### src/rtl/regfile_bank_pkg.sv
// Shared sizing constants and types for the architectural register bank.
package regfile_bank_pkg;

  localparam int unsigned REG_COUNT  = 32;
  localparam int unsigned REG_ADDR_W = 5;
  localparam int unsigned REG_DATA_W = 32;

  typedef logic [REG_ADDR_W-1:0] reg_addr_t;
  typedef logic [REG_DATA_W-1:0] reg_data_t;
  typedef reg_data_t [REG_COUNT-1:0] reg_vec_t;

  localparam reg_addr_t REG_ZERO = 5'd0;

endpackage : regfile_bank_pkg

### src/rtl/mux_32.sv
// 32-way selector of 32-bit words, used by each register read port.
module mux_32
  import regfile_bank_pkg::*;
(
  input  reg_vec_t  data_i,
  input  reg_addr_t sel_i,
  output reg_data_t data_o
);

  always_comb begin
    data_o = data_i[sel_i];
  end

endmodule : mux_32

### src/rtl/regfile_read_port.sv
// One register read port: mux_32 over the bank plus the optional staging bypass.
// Bypass compare is compiled in only when REGFILE_BYPASS_EN is defined.
module regfile_read_port
  import regfile_bank_pkg::*;
(
  input  reg_vec_t  regs_i,
  input  reg_addr_t addr_i,
  input  logic      stg_valid_i,
  input  reg_addr_t stg_addr_i,
  input  reg_data_t stg_data_i,
  output reg_data_t data_o
);

  reg_data_t mux_data;

  mux_32 u_mux (
    .data_i (regs_i),
    .sel_i  (addr_i),
    .data_o (mux_data)
  );

`ifdef REGFILE_BYPASS_EN
  // stg_valid implies a nonzero address, so register 0 can never be bypassed.
  always_comb begin
    data_o = mux_data;
    if (stg_valid_i && (stg_addr_i == addr_i)) begin
      data_o = stg_data_i;
    end
  end
`else
  logic unused_stg;

  always_comb begin
    unused_stg = stg_valid_i ^ (^stg_addr_i) ^ (^stg_data_i);
    data_o     = mux_data;
  end
`endif

endmodule : regfile_read_port

### src/rtl/regfile_bank.sv
// 32x32 architectural register bank: one staged write port, two read ports.
// Optional staging bypass on reads is enabled by defining REGFILE_BYPASS_EN.
module regfile_bank
  import regfile_bank_pkg::*;
(
  input  logic                  clock,
  input  logic                  reset,
  input  logic                  ctrl_writeEnable,
  input  logic [REG_ADDR_W-1:0] ctrl_writeReg,
  input  logic [REG_DATA_W-1:0] data_writeReg,
  input  logic [REG_ADDR_W-1:0] ctrl_readRegA,
  input  logic [REG_ADDR_W-1:0] ctrl_readRegB,
  output logic [REG_DATA_W-1:0] data_readRegA,
  output logic [REG_DATA_W-1:0] data_readRegB
);

  // Register 0 has no storage; it is a constant zero in the read vector.
  reg_data_t [REG_COUNT-1:1] regs_q;
  reg_vec_t                  rd_vec;

  logic      stg_valid_q, stg_valid_d;
  reg_addr_t stg_addr_q,  stg_addr_d;
  reg_data_t stg_data_q,  stg_data_d;

  always_comb begin
    stg_valid_d = ctrl_writeEnable && (ctrl_writeReg != REG_ZERO);
    stg_addr_d  = ctrl_writeReg;
    stg_data_d  = data_writeReg;
    rd_vec      = {regs_q, {REG_DATA_W{1'b0}}};
  end

  // Capture and commit share an edge, so back-to-back writes never stall.
  always_ff @(posedge clock) begin
    if (!reset) begin
      regs_q      <= '0;
      stg_valid_q <= 1'b0;
      stg_addr_q  <= '0;
      stg_data_q  <= '0;
    end else begin
      for (int unsigned i = 1; i < REG_COUNT; i++) begin
        if (stg_valid_q && (stg_addr_q == reg_addr_t'(i))) begin
          regs_q[i] <= stg_data_q;
        end
      end
      stg_valid_q <= stg_valid_d;
      stg_addr_q  <= stg_addr_d;
      stg_data_q  <= stg_data_d;
    end
  end

  regfile_read_port u_port_a (
    .regs_i      (rd_vec),
    .addr_i      (ctrl_readRegA),
    .stg_valid_i (stg_valid_q),
    .stg_addr_i  (stg_addr_q),
    .stg_data_i  (stg_data_q),
    .data_o      (data_readRegA)
  );

  regfile_read_port u_port_b (
    .regs_i      (rd_vec),
    .addr_i      (ctrl_readRegB),
    .stg_valid_i (stg_valid_q),
    .stg_addr_i  (stg_addr_q),
    .stg_data_i  (stg_data_q),
    .data_o      (data_readRegB)
  );

endmodule : regfile_bank
### config.mk
export PLATFORM = sky130hd
export DESIGN_NAME = regfile_bank
export DESIGN_NICKNAME = d
export VERILOG_FILES = /design/src/rtl/regfile_bank_pkg.sv /design/src/rtl/mux_32.sv /design/src/rtl/regfile_read_port.sv /design/src/rtl/regfile_bank.sv
export SDC_FILE = /design/constraint.sdc
export NUM_CORES = 2
export LEC_CHECK = 0
export BUFFER_PORTS_ARGS = -buffer_cell sky130_fd_sc_hd__buf_2
export CORE_UTILIZATION = 40
export CTS_BUF_LIST = sky130_fd_sc_hd__clkbuf_4
export CTS_CLUSTER_SIZE = 10
export DETAILED_ROUTE_END_ITERATION = 8
export GPL_TIMING_DRIVEN = 0
export PLACE_DENSITY_LB_ADDON = 0.15
export SLEW_MARGIN = 20
export SYNTH_ARGS = -nofsm -noshare
export SYNTH_HDL_FRONTEND = slang
export SYNTH_SLANG_ARGS = --single-unit
export TNS_END_PERCENT = 5
### constraint.sdc
create_clock -name clock -period 3.51 [get_ports clock]
set_input_delay 0.702 -clock clock [delete_from_list [all_inputs] [get_ports clock]]
set_output_delay 0.702 -clock clock [all_outputs]
set_load 0.02 [all_outputs]
==> run_results.csv <==
group,metric,value,unit
status,status,"finished, violations left",
status,violations,"setup timing",
clock_tree,cts_tree,"built",
floorplanning,ioPinCount,114,
worst_setup_path,required,2.81,ns
synth,synthCells,5699,
cells_and_area,layout.nets,6197,
cells_and_area,area_growth,14.49,%
detailed_routing,ant_nets,0,
synth,synthMuxAreaShare,23.93,%
floorplanning,coreArea,133300,µm²
global_routing,grtUsageTotal,30.84,%
timing,hold_viol_final,0,
clock_tree,cts_buffers,304,
timing,relSlewSlack,18.02,%
clock_tree,clkLatencyLatePin,1.27,ns
worst_setup_path,rr_worst_depth,8,
detailed_routing,dr_total_vias,45637,
synth,ys_ff_latch,1030,
synth,synthDistinctLibCells,33,
clock_tree,clock_sinks,1030,
detailed_routing,drc,0,
timing,setup_slack,-0.4408,ns
floorplanning,initial_core_util,40.30,%
clock_tree,ctsHtreeMaxLevel,5,
floorplanning,die_h,368.5,µm
worst_hold_path,min_path_cells,3,
floorplanning,dieWidth,368.5,µm
global_routing,grt_overflow,0,
timing,setup_viol,64,
detailed_routing,post_drt_wl_per_cell,26.37,µm
synth,synth.cell_area,53720,µm²
power_and_ir_drop,p_leak,20.10,nW
timing,drv_slew,0,
synth,synthTopCellsByArea,"dfxtp_1 (38%), mux4_2 (20%), nand2_1 (14%)",
synth,synthAdderAreaFrac,0,%
clock_tree,cts_buffer_depth,4,
timing,fin_skew,0.05093,ns
global_routing,grt_pass1_vias,44555,
run,maxCapViolations,0,
timing,period_share,112.6,%
worst_hold_path,min_from,"reset",
placed_design,dp_hpwl,176000,µm
detailed_routing,vias_per_cell,5.641,
global_routing,grt_start_max_net_pins,17,
detailed_routing,drt_pass1_iterations,5,
worst_setup_path,reg2reg_slack,0.04,ns
placed_design,dpl_cell_area,56450,µm²
placed_design,pre_cts_slack,-1.551,ns
worst_hold_path,min_path_type,"input port to flip-flop",
floorplanning,row_count,134,
worst_setup_path,worstPathArrival,3.25,ns
worst_setup_path,crit_type,"input port to primary output",
synth,yosysWarnings,0,
clock_tree,clkTransAtPathRegs,0.07,ns
synth,syn_nets,5749,
synth,yosysSeqAreaShare,38.39,%
power_and_ir_drop,peakVddDrop,0.2326,mV
worst_setup_path,start_kind,"input port",
cells_and_area,fin_util,46.14,%
global_routing,grt_pass1_wl,301100,µm
worst_hold_path,min_to,"rd_vec[774]",
placed_design,port_buffers,103,
worst_setup_path,endpoint_kind,"primary output",
synth,synth_top_family_by_area,"multiplexers",
synth,synth_xor_area_share,0,%
timing,whs,0.1705,ns
floorplanning,die-area,135800,µm²
detailed_routing,first_iter_violations,4550,
global_routing,antenna_found_initial,25,
worst_setup_path,r2r-end,"rd_vec[565]",
synth,avgSynthCellArea,9.426,µm²
timing,post-route-min-period,3.951,ns
worst_setup_path,crit-reg2reg-launch,"stg_addr_q[0]",
timing,rsz0062_at_grt,"true",
synth,yosysTopAreaCellShare,38.39,%
power_and_ir_drop,fin_total_pwr,0.02475,W
timing,worstMarginPinSlew,1.220,ns
synth,synth_area_leader_cell,"dfxtp_1",
synth,synthSimpleGateAreaFrac,15.57,%
detailed_routing,wl,213400,µm
clock_tree,clockRootBuffer,"clkbuf_4",
synth,synth-compound-area-share,17.53,%
placed_design,gp_congestion,1.017,
timing,fmax,0.2531,GHz
power_and_ir_drop,power_density,402.5,nW/µm²
cells_and_area,final_area,61500,µm²
cells_and_area,fillCellCount,13047,
cells_and_area,layout-drive-gt1-share,22.87,%
worst_setup_path,worstPathMaxFanout,10,
[how the worst max path moves through the flow]
stage / startpoint / end / depth (start not counted)
2_1_floorplan: ctrl_readRegB[1] / data_readRegB[0] / 7
3_3_place_gp: ctrl_readRegA[2] / data_readRegA[2] / 8
3_5_place_dp: ctrl_readRegA[2] / data_readRegA[7] / 8
4_1_cts: rd_vec[999] / data_readRegB[7] / 4
5_1_grt: rd_vec[996] / data_readRegB[4] / 4
6_report: ctrl_readRegA[4] / data_readRegA[1] / 5
[layout by cell type (no fill, tap or decap), types with 43 or more instances in the layout]
cell / count
a22o_1: 128
dfxtp_1: 929
buf_1: 78
dfxtp_2: 101
nand2_1: 2016
a21boi_1: 51
a21boi_0: 941
clkbuf_4: 439
buf_4: 48
buf_6: 43
mux4_2: 480
mux2i_1: 96
mux2_2: 73
and2_1: 78
clkbuf_1: 391
buf_2: 109
[routing by layer]
layer	wire length, µm	global-route usage (%)
met1	88460	40.76
met2	96220	48.54
met3	20770	7.388
met4	7837	12.07
met5	81	0
[worst max-delay path: stages]
cell	delay [ns]
buf_1	0.87
clkbuf_1	0.87
o21ai_2	0.26
o31ai_2	0.25
buf_2	0.28
[stage by stage]
stage	TNS, ns	instances
5_1_grt	-19.93	8090
3_3_place_gp	-86.28	7570
4_1_cts	-21.18	8087
6_report	-18.76	8090
2_1_floorplan	0	5699
3_5_place_dp	-81.18	7570
[area by class of cell]
| type | instances | area [µm²] | share of cell area, % |
|---|---|---|---|
| Multi-Input combinational cell | 4064 | 31290 | 50.88 |
| Sequential cell | 1030 | 20750 | 33.73 |
| Clock buffer | 429 | 3221 | 5.237 |
| Buffer | 604 | 2689 | 4.372 |
| Tap cell | 1768 | 2212 | 3.597 |
| Timing Repair Buffer | 142 | 1091 | 1.774 |
| Clock inverter | 49 | 236.5 | 0.3845 |
| Antenna cell | 3 | 7.507 | 0.01221 |
| Inverter | 1 | 3.754 | 0.006104 |
[cell usage after synthesis]
library cell / count
a22o_1: 128
a21boi_0: 941
buf_2: 68
o22ai_1: 32
a211oi_1: 32
or3_1: 1
nand2b_1: 3
inv_1: 1
and2_1: 78
nand2_1: 2017
mux2_2: 96
buf_1: 84
nor4bb_1: 1
mux2i_1: 96
buf_6: 3
and4_1: 1
nor2_1: 14
nor4b_2: 1
a21boi_1: 51
and2_0: 8
o31ai_1: 32
and4b_1: 3
nand4_1: 1
o21ai_0: 32
buf_4: 22
and4bb_2: 2
nor3_1: 4
nor2b_1: 6
dfxtp_1: 1030
nand4b_1: 3
mux4_2: 480
clkbuf_1: 427
o311a_1: 1
[kinds of logic after synthesis]
kind of cell | after synthesis
DFF | 1030
AOI/OAI and AO/OA | 1249
muxes | 672
and+or+nand+nor | 2143
buffers and inverters | 605
[report_power, final]
| group | switching, W | internal (W) |
|---|---|---|
| Combinational | 0.00130 | 0.000673 |
| Sequential | 0.0000673 | 0.0117 |
| Clock | 0.00529 | 0.00569 |
| Total | 0.00666 | 0.0181 |
[state kept, by name (all words and copies together) (netlist names)]
register     cells
stg_valid_q      1
rd_vec         992
stg_addr_q       5
stg_data_q      32
[what timing repair did]
action / CTS / global route
buffers inserted: 0 / 0
pin swaps: 24 / 12
setup endpoints to repair: 64 / 64
hold buffers: 39 / 0
resized for setup: 334 / 95
hold endpoints to repair: 38 / 0
(Power assumes the default switching activity.)
